## src/rtl/vec_mem_req_arbiter_pkg.sv

```systemverilog
// Shared vector memory request types: the request/response payload and the op encoding.
package vec_mem_req_arbiter_pkg;

  localparam int unsigned CORE_ID_W = 8;
  localparam int unsigned ADDR_W    = 32;
  localparam int unsigned DATA_W    = 32;

  typedef enum logic {
    READ_REQ  = 1'b0,
    WRITE_REQ = 1'b1
  } req_op_e;

  typedef struct packed {
    logic                 vld;
    req_op_e              op;
    logic [CORE_ID_W-1:0] core_id;
    logic [ADDR_W-1:0]    addr;
    logic [DATA_W-1:0]    data;
  } request_t;

endpackage

```

## src/rtl/vec_mem_req_arbiter_if.sv

```systemverilog
// Bundle of requester, memory-port and response signals around the arbiter.
interface vec_mem_req_arbiter_if #(
  parameter int unsigned NUM_REQ = 4
) ();
  import vec_mem_req_arbiter_pkg::*;

  request_t [NUM_REQ-1:0] req_in;
  logic     [NUM_REQ-1:0] req_grant;
  request_t               mem_req;
  logic                   mem_req_grant;
  request_t               mem_rsp;
  request_t [NUM_REQ-1:0] rsp_out;
  logic                   rsp_drop;

  // Requesters and memory side drive requests, memory grant and responses.
  modport master (
    output req_in, mem_req_grant, mem_rsp,
    input  req_grant, mem_req, rsp_out, rsp_drop
  );

  // Arbiter side.
  modport slave (
    input  req_in, mem_req_grant, mem_rsp,
    output req_grant, mem_req, rsp_out, rsp_drop
  );

endinterface

```

## src/rtl/vec_rr_arbiter.sv

```systemverilog
// Combinational round-robin pick: first set bit of req_i searching upward from ptr_i+1.
module vec_rr_arbiter
  import vec_mem_req_arbiter_pkg::*;
#(
  parameter int unsigned N = 4
) (
  input  logic [N-1:0]         req_i,
  input  logic [$clog2(N)-1:0] ptr_i,
  output logic                 any_o,
  output logic [$clog2(N)-1:0] idx_o
);

  localparam int unsigned PTR_W = $clog2(N);

  int unsigned cand;

  always_comb begin
    any_o = 1'b0;
    idx_o = ptr_i;
    cand  = 0;
    for (int unsigned off = 1; off <= N; off++) begin
      cand = (32'(ptr_i) + off) % N;
      if (!any_o && req_i[PTR_W'(cand)]) begin
        any_o = 1'b1;
        idx_o = PTR_W'(cand);
      end
    end
  end

endmodule

```

## src/rtl/vec_mem_req_arbiter.sv

```systemverilog
// N-to-1 vector memory request arbiter with core_id-routed response return.
// Optional burst priority hold enabled by defining VEC_ARB_BURST_LOCK_EN.
module vec_mem_req_arbiter
  import vec_mem_req_arbiter_pkg::*;
#(
  parameter int unsigned NUM_REQ      = 4,
  parameter int unsigned BASE_CORE_ID = 8,
  parameter int unsigned MAX_BURST    = 8
) (
  input  logic                 clk,
  input  logic                 reset,
  vec_mem_req_arbiter_if.slave bus
);

  localparam int unsigned PTR_W = $clog2(NUM_REQ);

  if (NUM_REQ < 2 || NUM_REQ > 8 || MAX_BURST < 1) begin : g_bad_cfg
    $error("vec_mem_req_arbiter: unsupported NUM_REQ or MAX_BURST");
  end

  request_t               mem_req_q, mem_req_d;
  logic     [PTR_W-1:0]   last_ptr_q, last_ptr_d;
  request_t [NUM_REQ-1:0] rsp_out_q, rsp_out_d;
  logic                   rsp_drop_q, rsp_drop_d;

  logic [NUM_REQ-1:0] req_vld_c;
  logic               any_c;
  logic [PTR_W-1:0]   rr_idx_c;
  logic [PTR_W-1:0]   win_idx_c;
  logic               slot_open_c;
  logic               grant_c;

  always_comb begin
    req_vld_c = '0;
    for (int unsigned i = 0; i < NUM_REQ; i++) req_vld_c[i] = bus.req_in[i].vld;
  end

  vec_rr_arbiter #(.N(NUM_REQ)) u_rr (
    .req_i (req_vld_c),
    .ptr_i (last_ptr_q),
    .any_o (any_c),
    .idx_o (rr_idx_c)
  );

  // Slot is free when empty or being drained this cycle, so reload is bubble-free.
  assign slot_open_c = !mem_req_q.vld || bus.mem_req_grant;
  assign grant_c     = slot_open_c && any_c && !reset;

`ifdef VEC_ARB_BURST_LOCK_EN
  localparam int unsigned BURST_W = $clog2(MAX_BURST + 1);

  logic [BURST_W-1:0] burst_cnt_q, burst_cnt_d;
  logic               lock_c;

  // Last winner keeps the port while still requesting and under the burst limit.
  assign lock_c    = req_vld_c[last_ptr_q] && (burst_cnt_q != '0) &&
                     (burst_cnt_q < BURST_W'(MAX_BURST));
  assign win_idx_c = lock_c ? last_ptr_q : rr_idx_c;

  always_comb begin
    burst_cnt_d = burst_cnt_q;
    if (grant_c) begin
      burst_cnt_d = lock_c ? burst_cnt_q + BURST_W'(1) : BURST_W'(1);
    end else if (!req_vld_c[last_ptr_q]) begin
      burst_cnt_d = '0;
    end
  end

  always_ff @(posedge clk or posedge reset) begin
    if (reset) burst_cnt_q <= '0;
    else       burst_cnt_q <= burst_cnt_d;
  end
`else
  assign win_idx_c = rr_idx_c;
`endif

  always_comb begin
    mem_req_d  = mem_req_q;
    last_ptr_d = last_ptr_q;
    if (grant_c) begin
      mem_req_d  = bus.req_in[win_idx_c];
      last_ptr_d = win_idx_c;
    end else if (bus.mem_req_grant) begin
      mem_req_d  = '0;
    end
  end

  // Response return path, independent of request arbitration.
  logic [CORE_ID_W-1:0] rsp_off_c;
  logic                 rsp_hit_c;

  assign rsp_off_c = bus.mem_rsp.core_id - CORE_ID_W'(BASE_CORE_ID);
  assign rsp_hit_c = (bus.mem_rsp.core_id >= CORE_ID_W'(BASE_CORE_ID)) &&
                     (rsp_off_c < CORE_ID_W'(NUM_REQ));

  always_comb begin
    rsp_out_d  = '0;
    rsp_drop_d = bus.mem_rsp.vld && !rsp_hit_c;
    for (int unsigned i = 0; i < NUM_REQ; i++) begin
      if (bus.mem_rsp.vld && rsp_hit_c && (rsp_off_c == CORE_ID_W'(i))) begin
        rsp_out_d[i] = bus.mem_rsp;
      end
    end
  end

  always_ff @(posedge clk or posedge reset) begin
    if (reset) begin
      mem_req_q  <= '0;
      last_ptr_q <= PTR_W'(NUM_REQ - 1);
      rsp_out_q  <= '0;
      rsp_drop_q <= 1'b0;
    end else begin
      mem_req_q  <= mem_req_d;
      last_ptr_q <= last_ptr_d;
      rsp_out_q  <= rsp_out_d;
      rsp_drop_q <= rsp_drop_d;
    end
  end

  assign bus.req_grant = grant_c ? (NUM_REQ'(1) << win_idx_c) : '0;
  assign bus.mem_req   = mem_req_q;
  assign bus.rsp_out   = rsp_out_q;
  assign bus.rsp_drop  = rsp_drop_q;

endmodule
```

## src/flat_wrapper.sv

```systemverilog
// flat-port wrapper written by rule: the top's interface ports become plain ports
module vec_mem_req_arbiter_flat import vec_mem_req_arbiter_pkg::*;
#(
  parameter int unsigned NUM_REQ      = 4,
  parameter int unsigned BASE_CORE_ID = 8,
  parameter int unsigned MAX_BURST    = 8
)
  (clk, reset, bus_req_in, bus_mem_req_grant, bus_mem_rsp, bus_req_grant, bus_mem_req, bus_rsp_out, bus_rsp_drop);
  vec_mem_req_arbiter_if #(.NUM_REQ(NUM_REQ)) bus_i ();
  input  logic clk;
  input  logic reset;
  input wire logic [$bits(bus_i.req_in)-1:0] bus_req_in;
  input wire logic [$bits(bus_i.mem_req_grant)-1:0] bus_mem_req_grant;
  input wire logic [$bits(bus_i.mem_rsp)-1:0] bus_mem_rsp;
  output wire logic [$bits(bus_i.req_grant)-1:0] bus_req_grant;
  output wire logic [$bits(bus_i.mem_req)-1:0] bus_mem_req;
  output wire logic [$bits(bus_i.rsp_out)-1:0] bus_rsp_out;
  output wire logic [$bits(bus_i.rsp_drop)-1:0] bus_rsp_drop;
  assign bus_i.req_in = bus_req_in;
  assign bus_i.mem_req_grant = bus_mem_req_grant;
  assign bus_i.mem_rsp = bus_mem_rsp;
  assign bus_req_grant = bus_i.req_grant;
  assign bus_mem_req = bus_i.mem_req;
  assign bus_rsp_out = bus_i.rsp_out;
  assign bus_rsp_drop = bus_i.rsp_drop;
  vec_mem_req_arbiter #(.NUM_REQ(NUM_REQ), .BASE_CORE_ID(BASE_CORE_ID), .MAX_BURST(MAX_BURST)) u_core (.clk(clk), .reset(reset), .bus(bus_i));
endmodule
```

## config.mk

```make
export PLATFORM = sky130hd
export DESIGN_NAME = vec_mem_req_arbiter_flat
export DESIGN_NICKNAME = d
export VERILOG_FILES = /design/src/rtl/vec_mem_req_arbiter_pkg.sv /design/src/rtl/vec_mem_req_arbiter_if.sv /design/src/rtl/vec_rr_arbiter.sv /design/src/rtl/vec_mem_req_arbiter.sv /design/src/flat_wrapper.sv
export SDC_FILE = /design/constraint.sdc
export NUM_CORES = 1
export LEC_CHECK = 0
export ABC_AREA = 1
export ABC_CLOCK_PERIOD_IN_PS = 29100
export BUFFER_PORTS_ARGS = -buffer_cell sky130_fd_sc_hd__buf_2
export CELL_PAD_IN_SITES_DETAIL_PLACEMENT = 1
export CELL_PAD_IN_SITES_GLOBAL_PLACEMENT = 2
export CORE_AREA = 2 2 294 296
export DETAILED_ROUTE_END_ITERATION = 10
export DIE_AREA = 0 0 296 298
export PLACE_DENSITY_LB_ADDON = 0.1
export SYNTH_ARGS = -nofsm -noshare
export SYNTH_HDL_FRONTEND = slang
export SYNTH_SLANG_ARGS = --single-unit
```

## constraint.sdc

```tcl
create_clock -name clk -period 29.1 [get_ports clk]
set_input_delay 5.82 -clock clk [delete_from_list [all_inputs] [get_ports clk]]
set_output_delay 5.82 -clock clk [all_outputs]
set_load 0.005 [all_outputs]
```

# --- Yosys cells after proc, flatten, opt, wreduce, memory -nomap -nowiden ---
# Cells that the tools add are included.
# Widths: inputs -> output; s select.
op_classes:
  n_addsub: 5
  shift: 1
  n_mux: 25
  n_reduce_logical: 21
  n_eq_ne: 3
  n_lt_le_gt_ge: 7
op_table:
  columns: ["op", "count"]
  rows:
  - ["$mux 74", 7]
  - ["$bmux 74 s2", 1]
  - ["$eq 8x2->1 const B", 2]
  - ["$lt 2x3->1 const B", 5]
  - ["$logic_and 1x1->1", 12]
  - ["$bmux 1 s2", 4]
  - ["$eq 8x1->1 const B", 1]
  - ["$ge 8x4->1 const B", 1]
  - ["$logic_not 8->1", 1]
  - ["$lt 8x3->1 const B", 1]
  - ["$mux 1", 8]
  - ["$mux 2", 4]
  - ["$sub 8x4->8 const B", 1]
  - ["$logic_not 1->1", 6]
  - ["$add 2x1->2 const B", 2]
  - ["$add 2x2->2 const B", 2]
  - ["$mux 4", 1]
  - ["$shl 1x2->4 const A", 1]
  - ["$reduce_bool 2->1", 1]
  - ["$logic_or 1x1->1", 1]
totals:
  output_inout_bits: 375
  wordCells: 89
  in_bits: 373
  register_bits: 373

# --- Logic depth before layout (Yosys ltp) ---
# Gate-level depths: netlist of the first run.
logic_depth:
  depth_word: 16
  depth_mapped: 16
  depth_no_buf: 14

# --- Modules after synthesis ---
# From an unflattened synthesis of the first run, not the netlist that was laid out.
hier_totals:
  hier_cells: 1577
  area_unflattened_um2: 14387.5
by_module_without_submodules:
  columns: ["mod", "seq_area_each_um2", "instances", "area_per_inst_um2", "cells_each"]
  rows:
  - ["vec_mem_req_arbiter", 9336.5, 1, 14156.1, 1531]
  - ["vec_rr_arbiter", 0.0, 1, 231.5, 46]

# --- Least setup slack after synthesis of the first run ---
# No wires, ideal clock.
synth_path:
  path_type: "input-to-output"
  startpoint: "input bus_req_in[73]"
  endpoint: "output bus_req_grant[0]"
  cell_stages: 13
  path_buffers: 2
  arrival_time_ns: 6.957
  required_ns: 23.280
  slack_ns: 16.323
  cell_sequence: "nand2_1 nand2_2 nand2_1 nand2_2 nand2_2 nand2_2 nand2_4 nand2_4 buf_4 buf_6 nor2_1 nand2_1 inv_1"
synth_via:
  elab_chain_len: 15
  word_cells_on_any_way: 26
  cone_classes: "shift: 1; mux: 17; reduce/logical: 8"
synth_rtl:
  columns: ["element", "line_no", "source"]
  rows:
  - ["start: declaration", "flat_wrapper.sv:12", "input wire logic [$bits(bus_i.req_in)-1:0] bus_req_in;"]
  - ["$bmux 1 s2", "vec_rr_arbiter.sv:23", "if (!any_o && req_i[PTR_W'(cand)]) begin"]
  - ["$mux 1 (not written as such)", "vec_rr_arbiter.sv:23", null]
  - ["$mux 1", "vec_rr_arbiter.sv:23", null]
  - ["$logic_not 1->1", "vec_rr_arbiter.sv:23", null]
  - ["$logic_and 1x1->1", "vec_rr_arbiter.sv:23", null]
  - ["$mux 1", "vec_rr_arbiter.sv:23", null]
  - ["$logic_not 1->1", "vec_rr_arbiter.sv:23", null]
  - ["$logic_and 1x1->1", "vec_rr_arbiter.sv:23", null]
  - ["$mux 1", "vec_rr_arbiter.sv:23", null]
  - ["$logic_not 1->1", "vec_rr_arbiter.sv:23", null]
  - ["$logic_and 1x1->1", "vec_rr_arbiter.sv:23", null]
  - ["$mux 1", "vec_rr_arbiter.sv:23", null]
  - ["$logic_and 1x1->1 (2 in series)", "vec_mem_req_arbiter.sv:47", "assign grant_c = slot_open_c && any_c && !reset;"]
  - ["$mux 4 *", "vec_mem_req_arbiter.sv:120", "assign bus.req_grant = grant_c ? (NUM_REQ'(1) << win_idx_c) : '0;"]
  - ["end: declaration", "flat_wrapper.sv:15", "output wire logic [$bits(bus_i.req_grant)-1:0] bus_req_grant;"]
# Mark *: on every way between the ends. The rest lies on a longest branch, timed or not. The select of a mux whose other input is x is not followed.

# --- Worst setup path after layout of the first run ---
layout_path:
  startpoint: "input bus_req_in[221]"
  endpoint: "output bus_req_grant[3]"
# The elaborated chain is that of the path after synthesis.

==> run metrics, run 1 <==
most used cell, CP nand2_1; Hold Crit Start u_core.bus.mem_req[21]$_DFFE_PP0P_; Worst setup EP type output pin; met2 Resource Use GR 0.2954; 1st-iter DRT viols 534; DP HPWL 56.14 mm; non-filler cells, final 3609; VDD IR max 57.90 uV; Final setup viols 0; Post CTS Setup Buffer Count 0; global-route met1 utilization 0.1855; fin crit period 13.99 ns; setup total negative slack 0 ns; period utilization 0.4806; placed insts 3512; Worst path slowest cell nand2_4; Worst setup startpoint bus_req_in[221]; max-slew violation count 0; number of global-route vias before repair 15600; total of max-cap violations 0; CP cell instances buf_2 -> nand2_1 -> nand2_1 -> nand2_1 -> nand2_2 -> nand2_2 -> nand3_2 -> nand2_4 -> nor2_1 -> buf_2; global-route wire length before repair 109.0 mm; asr flop ratio synth 1.000; Syn Area/Cell 8.766 um^2; Setup CP Type primary input to output pin; Initial Utilization 0.1740; CP required 23.28 ns; top post-synthesis cells by area dfrtp_1 63%, nand2_1 15%, nor2_1 7.0%; Slew HR 0.2824; most common flop cell mapped by yosys dfrtp_1; Hold Path Class flip-flop to flip-flop; row count 107; placed cell areas ~20000 um^2; number of flops mapped to enable cells by yosys 0; area delta synth->final 44.15%; drt drc 0; Yosys cell types 28; Buf+Inv Stages, Crit Path 2; Die ar. 88210 um^2; TritonCTS clock tree done; worst-margin pin slew 1.076 ns; maximum clock rate 0.07150 GHz; Root Driver clkbuf_16; Leakage Power 12.95 nW; Yosys top cell area share 0.6285; Via density 3.884; final worst setup slack 15.11 ns; port bufs around 750; pre-CTS WS 15.04 ns; Die Span X 296 um; core area ~85000 um^2; routed len/inst between 20 and 25 um; Filler Cell Count a little over 10000; Critical Path AT between 8 and 9 ns; number of cells produced by synthesis 1685; Worst path max stage delay 0.90 ns; M3 GR Usage 0.07400; fin nets 2792; hold_buf cts 0; initial antenna violation count 33; share of cells above drive strength 1 0.3517; htree depth 2; P per Cell Area 94.32 nW/um^2; run status finished, final reports clean; Post-Syn Area 14770 um^2; Fin Hold WS between 0.4 and 0.5 ns; global route overflow 0; clock buffer depth 3; Commonest cells post-synth 596 x nand2_1, 371 x dfrtp_1, 277 x nor2_1; drt pass-1 iters 4; Final Skew approximately 0.011 ns; final core area utilization 0.2508; Num CTS Buffers 48; Routability Congestion 0.7915; final wirelength 76.16 mm; Worst-path clk slew 0.05 ns; Seq/Total Area, Yosys 0.6321; worst-path fanout max 66; CTS sink cnt 373; Die H 298 um; Resized cells post-CTS 0; fin area between 20000 and 25000 um^2; Ys Warns 0; final hold viol count 0; busiest grt layer met2; count leader, synth nand2_1; Overall Global Routing Usage 0.1680; clk_lat worst skew 0.59 ns; Crit path max-delay family simple AND/OR/NAND/NOR gates; cell taking the most area after synthesis dfrtp_1; Setup crit start kind primary input; largest net degree at the start of global routing 157; Pwr Total 2.008 mW; vias 14020; I/O pins roughly 750; Yosys reg bits 373; r2r setup slk around 25 ns; RSZ-0062 raised after global routing false; FF-to-FF Start u_core.last_ptr_q[0]$_DFFE_PP1P_; post-route ant nets 0
-- cell type report --
type / count / area (um^2) / area share
inverter: 124 / 480.5 / 0.02257
clock buffer: 68 / 1356 / 0.06370
multi-input combinational: 1111 / 4563 / 0.2143
clock inverter: 18 / 247.7 / 0.01164
timing repair buffer: 760 / 3849 / 0.1808
antenna: 11 / 27.53 / 0.001293
sequential: 373 / 9336 / 0.4385
tap: 1144 / 1431 / 0.06723
-- final timing paths --
| kind | cells past startpoint | end |
|---|---|---|
| worst max-delay path | 10 | bus_req_grant[3] |
| max in group asynchronous | 4 | u_core.bus.rsp_out[51]$_DFF_PP0_ |
| worst min-delay path | 2 | u_core.bus.mem_req[21]$_DFFE_PP0P_ |
| min in group asynchronous | 2 | u_core.bus.mem_req[73]$_DFFE_PP0P_ |
| worst max register to register | 13 | u_core.bus.mem_req[54]$_DFFE_PP0P_ |
| worst min register to register | 2 | u_core.bus.mem_req[21]$_DFFE_PP0P_ |
-- worst register-to-register path: stages (launching register included) --
cell     delay (ns)
dfstp_2        0.71
inv_6          0.11
nand2_1        0.09
nand2_2        0.08
nand2_1        0.10
nand2_2        0.07
nand2_2        0.12
nand3_2        0.57
nand2_4        0.90
buf_4          0.75
nand2_1        0.14
nand2_1        0.13
nand3_1        0.09
nand3_1        0.11
-- cells by family after synthesis --
kind of cell	after synthesis	synth area share
xor+xnor	1	0.0005931
fa+ha+maj	1	0.0008470
simple gates	1084	0.2980
buf+inv	216	0.06497
other cells	1	0.0002539
flops	373	0.6321
compound gates	9	0.003219
-- power breakdown --
part	total [mW]	leakage, nW	internal (mW)	switching, mW
Clock	0.612	0.774	0.362	0.250
Sequential	0.589	5.10	0.564	0.0250
Combinational	0.808	7.08	0.224	0.583
-- layout by cell type (no fill, tap or decap) --
cell | Yosys | final
clkinv_2 | 0 | 6
ha_1 | 1 | 1
clkbuf_16 | 0 | 48
clkinv_4 | 0 | 1
inv_4 | 1 | 1
dfstp_2 | 2 | 2
a21oi_1 | 3 | 3
nor2_4 | 1 | 1
clkinv_16 | 0 | 1
inv_8 | 0 | 1
xnor2_1 | 1 | 1
a211oi_1 | 1 | 1
nor2_1 | 277 | 277
bufinv_16 | 0 | 4
nand3_4 | 2 | 3
o21ai_1 | 1 | 1
inv_2 | 4 | 4
dfrtp_1 | 371 | 371
diode_2 | 0 | 11
buf_12 | 0 | 1
inv_16 | 0 | 1
clkbuf_1 | 30 | 12
clkinvlp_4 | 0 | 4
nand2_4 | 2 | 5
inv_1 | 118 | 117
nand2_2 | 10 | 9
inv_6 | 1 | 2
conb_1 | 1 | 16
nand3_2 | 2 | 2
nand2_1 | 596 | 594
nand4_1 | 2 | 2
nor3_1 | 1 | 1
buf_2 | 41 | 747
buf_4 | 12 | 12
clkbuf_8 | 0 | 8
o21ai_0 | 4 | 4
nand3_1 | 191 | 190
-- flip-flops by register name, indices dropped and copies added (netlist names) --
register and cells:
u_core.bus.rsp_drop 1, u_core.bus.mem_req 74, u_core.bus.rsp_out 296, u_core.last_ptr_q 2
-- layer usage --
metal / vias to the layer above / part of all wire / routed length, um
met5: - / 0.0022 / 168
met4: 26 / 0.018 / 1395
met3: 107 / 0.099 / 7549
met2: 465 / 0.50 / 38120
met1: 6847 / 0.38 / 28920
li1: 6573 / - / -
No activity file was read; power rests on OpenSTA's default activity.
==> inputs of run 2 (changes only) <==
--- a/config.mk
+++ b/config.mk
@@ -5,8 +5,8 @@
 export SDC_FILE = /design/constraint.sdc
 export NUM_CORES = 1
 export LEC_CHECK = 0
-export ABC_AREA = 1
-export ABC_CLOCK_PERIOD_IN_PS = 29100
+export ABC_AREA = 0
+export ABC_CLOCK_PERIOD_IN_PS = 12880
 export BUFFER_PORTS_ARGS = -buffer_cell sky130_fd_sc_hd__buf_2
 export CELL_PAD_IN_SITES_DETAIL_PLACEMENT = 1
 export CELL_PAD_IN_SITES_GLOBAL_PLACEMENT = 2
==> constraint.sdc (replaced) <==
create_clock -name clk -period 12.88 [get_ports clk]
set_input_delay 2.576 -clock clk [delete_from_list [all_inputs] [get_ports clk]]
set_output_delay 2.576 -clock clk [all_outputs]
set_load 0.005 [all_outputs]
==> run 2 against run 1 <==
  * Register-to-register slack lost 16 ns
  * Cell area grew 0.81%
  * Setup slack lost 9.4 ns
  * Cell count shrank 12%
  * Clock skew grew 0.0060 ns
  * Worst hold slack gained 0.013 ns
  * Utilization grew 0.20 points
  * Flip-flop and latch count is the same
  * First-iteration DRC count grew 2.1%
  * Highest routed layer unchanged
==> run metrics, run 2 <==
run status finished, final reports clean; Yosys top cell area share 0.6254; fin crit period a little over 7 ns; worst-path fanout max 74; Die Span X 296 um; Hold Path Class flip-flop to flip-flop; Resized cells post-CTS 0; routed len/inst approximately 24 um; VDD IR max 91.91 uV; CP required 10.30 ns; non-filler cells, final 3158; I/O pins about 750; Die H 298 um; Post-Syn Area 14850 um^2; highest-count cells in the layout ignoring fill and taps 747 x buf_2, 371 x dfrtp_1, 268 x and2_1; placed cell areas 19810 um^2; top post-synthesis cells by area dfrtp_1 63%, and2_1 11%, mux2i_1 5.0%; Die ar. 88210 um^2; commonest non-fill, non-tap cell in the layout buf_2; Crit path max-delay family buffers and inverters; htree depth 2; Buf+Inv Stages, Crit Path 3; final wirelength approximately 75 mm; Post CTS Setup Buffer Count 0; global-route wire length before repair 104.5 mm; number of global-route vias before repair 14030; clk_lat worst skew roughly 0.60 ns; fin nets 2340; Routability Congestion 0.7826; cell taking the most area after synthesis dfrtp_1; period utilization 0.5531; post-route ant nets 0; clock buffer depth 3; CTS sink cnt 373; number of flops mapped to enable cells by yosys 0; 1st-iter DRT viols 545; asr flop ratio synth 1.000; Worst path slowest cell buf_4; initial antenna violation count 30; Root Driver clkbuf_16; fin area approximately 21000 um^2; DP HPWL about 54 mm; max reg flops 296; Yosys cell types 37; row count 107; maximum clock rate ~0.14 GHz; Setup crit start kind primary input; Pwr Total about 3.4 mW; Num CTS Buffers 48; final hold viol count 0; RSZ-0062 raised after global routing false; Final setup viols 0; largest net degree at the start of global routing 170; Commonest cells post-synth 371 x dfrtp_1, 268 x and2_1, 79 x nand2_1; drt pass-1 iters 4; Syn Area/Cell 12.00 um^2; Slew HR 0.2745; drt drc 0; count leader, synth dfrtp_1; core area around 85000 um^2; Setup CP Type primary input to output pin; global route overflow 0; worst-margin pin slew 1.088 ns; port bufs between 700 and 800; Fin Hold WS just under 0.5 ns; Worst path max stage delay just over 0.7 ns; number of cells produced by synthesis 1237; P per Cell Area 156.5 nW/um^2; hold_buf cts 0; Worst setup EP type output pin; vias 12670; most used cell, CP buf_2; Yosys reg bits around 370; most common flop cell mapped by yosys dfrtp_1; Final Skew 0.01725 ns; Seq/Total Area, Yosys 0.6289; placed insts just over 3000; Worst-path clk slew 0.06 ns; max-slew violation count 0; Leakage Power between 10 and 15 nW; Filler Cell Count a little under 10000; total of max-cap violations 0; CP cell instances buf_2 -> mux2i_1 -> o22a_2 -> buf_4 -> nand2_1 -> nor3_1 -> buf_2; area delta synth->final 44.58%; Critical Path AT 4.55 ns; share of cells above drive strength 1 0.4344; Via density roughly 4; Ys Warns 0; TritonCTS clock tree done; setup total negative slack 0 ns; Initial Utilization 0.1749; Overall Global Routing Usage 0.1645
-- run 2: layout make-up --
| cell class | count | area [um^2] | area share |
|---|---|---|---|
| clock inverter | 29 | 299.0 | 0.01393 |
| clock buffer | 60 | 1336 | 0.06226 |
| timing repair buffer | 765 | 3899 | 0.1816 |
| sequential | 373 | 9336 | 0.4350 |
| antenna | 9 | 22.52 | 0.001049 |
| tap | 1144 | 1431 | 0.06669 |
| inverter | 4 | 18.77 | 0.0008744 |
| multi-input combinational | 774 | 5121 | 0.2386 |
-- run 2: through the flow --
stage / utilization / worst slack, ns
5_1_grt: 0.2527 / 5.599
4_1_cts: 0.2526 / 5.687
6_report: 0.2529 / 5.756
3_5_place_dp: 0.2334 / 5.692
2_1_floorplan: - / 5.298
3_3_place_gp: 0.2334 / 5.723
-- run 2: power breakdown --
part | internal, mW | switching [mW] | total (mW)
clock network | 0.803 | 0.575 | 1.38
registers | 1.25 | 0.0432 | 1.30
logic | 0.249 | 0.435 | 0.683
total | 2.31 | 1.05 | 3.36
-- run 2: kinds of logic after synthesis --
kind of cell	synth area share
other	0.0002526
xor gates and xnor gates	0.0005901
and+or+nand+nor	0.1762
buffers and inverters	0.03388
adders and majority gates	0.0008427
muxes	0.04989
AOI/OAI and AO/OA	0.1094
DFF	0.6289
-- run 2: worst register-to-register path: cells and delay by family, from the launching register on --
| family | cells | cell delay, ns |
|---|---|---|
| muxes | 2 | 0.96 |
| AOI/OAI and AO/OA | 2 | 0.27 |
| buffers and inverters | 2 | 1.34 |
| and+or+nand+nor | 1 | 0.09 |
| DFF | 1 | 0.61 |
-- run 2: final timing paths --
path | from | end | slack [ns] | depth (start not counted)
worst max-delay path | bus_req_in[295] | bus_req_grant[0] | 5.76 | 7
worst min-delay path | u_core.bus.mem_req[47]$_DFFE_PP0P_ | u_core.bus.mem_req[47]$_DFFE_PP0P_ | 0.49 | 2
worst max register to register | u_core.last_ptr_q[1]$_DFFE_PP1P_ | u_core.bus.mem_req[28]$_DFFE_PP0P_ | 9.49 | 7
worst min register to register | u_core.bus.mem_req[47]$_DFFE_PP0P_ | u_core.bus.mem_req[47]$_DFFE_PP0P_ | 0.49 | 2
max in group asynchronous | reset | u_core.bus.rsp_out[258]$_DFF_PP0_ | 9.42 | 3
min in group asynchronous | reset | u_core.bus.mem_req[19]$_DFFE_PP0P_ | 2.07 | 2
-- run 2: per-layer routing --
metal,share of wire,track usage
met1,0.36,0.1760
met2,0.50,0.2907
met3,0.11,0.07191
met4,0.027,0.04774
met5,0.0025,0
==> inputs of run 3 (changes only) <==
--- a/config.mk
+++ b/config.mk
@@ -5,14 +5,14 @@
 export SDC_FILE = /design/constraint.sdc
 export NUM_CORES = 1
 export LEC_CHECK = 0
-export ABC_AREA = 0
-export ABC_CLOCK_PERIOD_IN_PS = 12880
+export ABC_AREA = 1
+export ABC_CLOCK_PERIOD_IN_PS = 6200
 export BUFFER_PORTS_ARGS = -buffer_cell sky130_fd_sc_hd__buf_2
 export CELL_PAD_IN_SITES_DETAIL_PLACEMENT = 1
 export CELL_PAD_IN_SITES_GLOBAL_PLACEMENT = 2
-export CORE_AREA = 2 2 294 296
+export CORE_AREA = 2 2 295 297
 export DETAILED_ROUTE_END_ITERATION = 10
-export DIE_AREA = 0 0 296 298
+export DIE_AREA = 0 0 297 299
 export PLACE_DENSITY_LB_ADDON = 0.1
 export SYNTH_ARGS = -nofsm -noshare
 export SYNTH_HDL_FRONTEND = slang
==> constraint.sdc (replaced) <==
create_clock -name clk -period 6.2 [get_ports clk]
set_input_delay 1.24 -clock clk [delete_from_list [all_inputs] [get_ports clk]]
set_output_delay 1.24 -clock clk [all_outputs]
set_load 0.005 [all_outputs]
==> run 3 against run 2 <==
  * Worst hold slack worse by 0.017 ns
  * Clock-buffer cell count is 3 higher
  * Critical endpoint unchanged
  * Critical path type is now flip-flop to output pin
  * Sequential share of layout area barely moved
  * Combinational power rose to 5.6 times the previous value
  * Wire length up 1.5%
  * Die area rose by 0.67%
  * Sequential power rose by 110%
  * Clock skew decreased by 0.0050 ns
  * Via count up 12%
  * Setup slack lost 4.0 ns
==> run metrics, run 3 (same netlist as run 1, synthesis figures left out) <==
Worst path slowest cell dfstp_2; CTS sink cnt roughly 370; run status finished, final reports clean; htree depth 2; global route overflow 0; number of global-route vias before repair 15570; routed len/inst 20.87 um; Overall Global Routing Usage 0.1666; Hold Path Class flip-flop to flip-flop; drt drc 0; global-route wire length before repair 109.6 mm; setup total negative slack 0 ns; worst-margin pin slew 1.098 ns; P per Cell Area 448.6 nW/um^2; Die H 299 um; Initial Utilization 0.1719; Final Skew 0.01227 ns; Worst setup EP type output pin; largest net degree at the start of global routing between 100 and 150; non-filler cells, final 3634; final worst setup slack roughly 1.7 ns; vias around 14000; drt pass-1 iters 6; Root Driver clkbuf_16; Leakage Power 13.03 nW; Resized cells post-CTS 0; area delta synth->final 45.48%; Filler Cell Count 10380; post-route ant nets 0; fin crit period about 4.5 ns; DP HPWL 55.71 mm; 1st-iter DRT viols 514; max reg flops 296; final wirelength about 76 mm; Final setup viols 0; final core area utilization 0.2500; CP cell instances inv_6 -> nand2_1 -> nand2_1 -> nand2_1 -> nand2_2 -> nand2_2 -> nand2_2 -> nand2_4 -> nand2_4 -> nor2_1 -> nand2_1 -> inv_1 -> buf_2; port bufs approximately 750; pre-CTS WS 1.767 ns; Fin Hold WS 0.4730 ns; Critical Path AT ~3.2 ns; initial antenna violation count 32; Die Span X 297 um; share of cells above drive strength 1 0.3550; CP required 4.96 ns; VDD IR max 320.8 uV; Post CTS Setup Buffer Count 0; fin nets around 2800; Worst-path clk slew 0.06 ns; maximum clock rate 0.2238 GHz; Slew HR 0.2677; Pwr Total 9.639 mW; multi-input logic area 4558 um^2; Routability Congestion approximately 0.85; placed insts 3527; hold_buf cts 0; clk_lat worst skew 0.59 ns; Num CTS Buffers between 40 and 50; Worst path max stage delay around 0.71 ns; Die ar. 88800 um^2; commonest non-fill, non-tap cell in the layout buf_2; TritonCTS clock tree done; core area 85940 um^2; row count about 110; final hold viol count 0; total of max-cap violations 0; Via density 3.902; Setup crit start kind flip-flop; most used cell, CP nand2_1; clock buffer depth 3; RSZ-0062 raised after global routing false; I/O pins 748; placed cell areas 19710 um^2; highest-count cells in the layout ignoring fill and taps 747 x buf_2, 594 x nand2_1, 371 x dfrtp_1; worst-path fanout max 53; register area about 9300 um^2; Setup CP Type flip-flop to output pin; fin area 21490 um^2; max-slew violation count 0; period utilization 0.7207
==> run 3: cell types whose count changed in the layout (fill, tap and decap cells not counted), sizes merged, moves of 10 or more <==
cell,previous run,this run
diode,9,20
mux2i,74,0
and2,268,0
o211ai,73,0
nor2,6,278
o21ai,77,5
a211o,73,0
inv,4,124
nand2,80,608
nand3,74,195
clkinv,21,11
==> run 3: final cells by class <==
type / instances / share of cell area
antenna: 20 / 0.002329
multi-input combinational: 1111 / 0.2121
tap: 1155 / 0.06725
timing repair buffer: 764 / 0.1811
clock inverter: 24 / 0.01828
sequential: 373 / 0.4345
clock buffer: 63 / 0.06225
inverter: 124 / 0.02218
==> run 3: worst max-delay path: cells and delay by family (launching register included) <==
family	cells	cell delay, ns
flip-flops	1	0.71
buffers and inverters	3	0.27
AND/OR/NAND/NOR	10	1.58
==> run 3: final timing paths <==
path | start | slack, ns | depth (start not counted) | end
min reg2reg | u_core.bus.mem_req[24]$_DFFE_PP0P_ | 0.47 | 2 | u_core.bus.mem_req[24]$_DFFE_PP0P_
max reg2reg | u_core.last_ptr_q[0]$_DFFE_PP1P_ | 2.69 | 13 | u_core.bus.mem_req[3]$_DFFE_PP0P_
max in group asynchronous | reset | 3.91 | 4 | u_core.bus.rsp_out[152]$_DFF_PP0_
min in group asynchronous | reset | 0.93 | 3 | u_core.bus.rsp_out[79]$_DFF_PP0_
max | u_core.last_ptr_q[0]$_DFFE_PP1P_ | 1.73 | 13 | bus_req_grant[0]
min | u_core.bus.mem_req[24]$_DFFE_PP0P_ | 0.47 | 2 | u_core.bus.mem_req[24]$_DFFE_PP0P_
==> run 3: layer usage <==
layer / track usage / share of wire
met1: 0.1877 / 0.39
met2: 0.2800 / 0.48
met3: 0.08084 / 0.11
met4: 0.04533 / 0.025
met5: 0 / 0.0023
==> run 3: where the power goes <==
| group | leakage [nW] | switching (mW) | internal, mW |
|---|---|---|---|
| clock network | 0.845 | 1.18 | 1.90 |
| registers | 5.10 | 0.115 | 2.64 |
| logic | 7.09 | 2.74 | 1.06 |
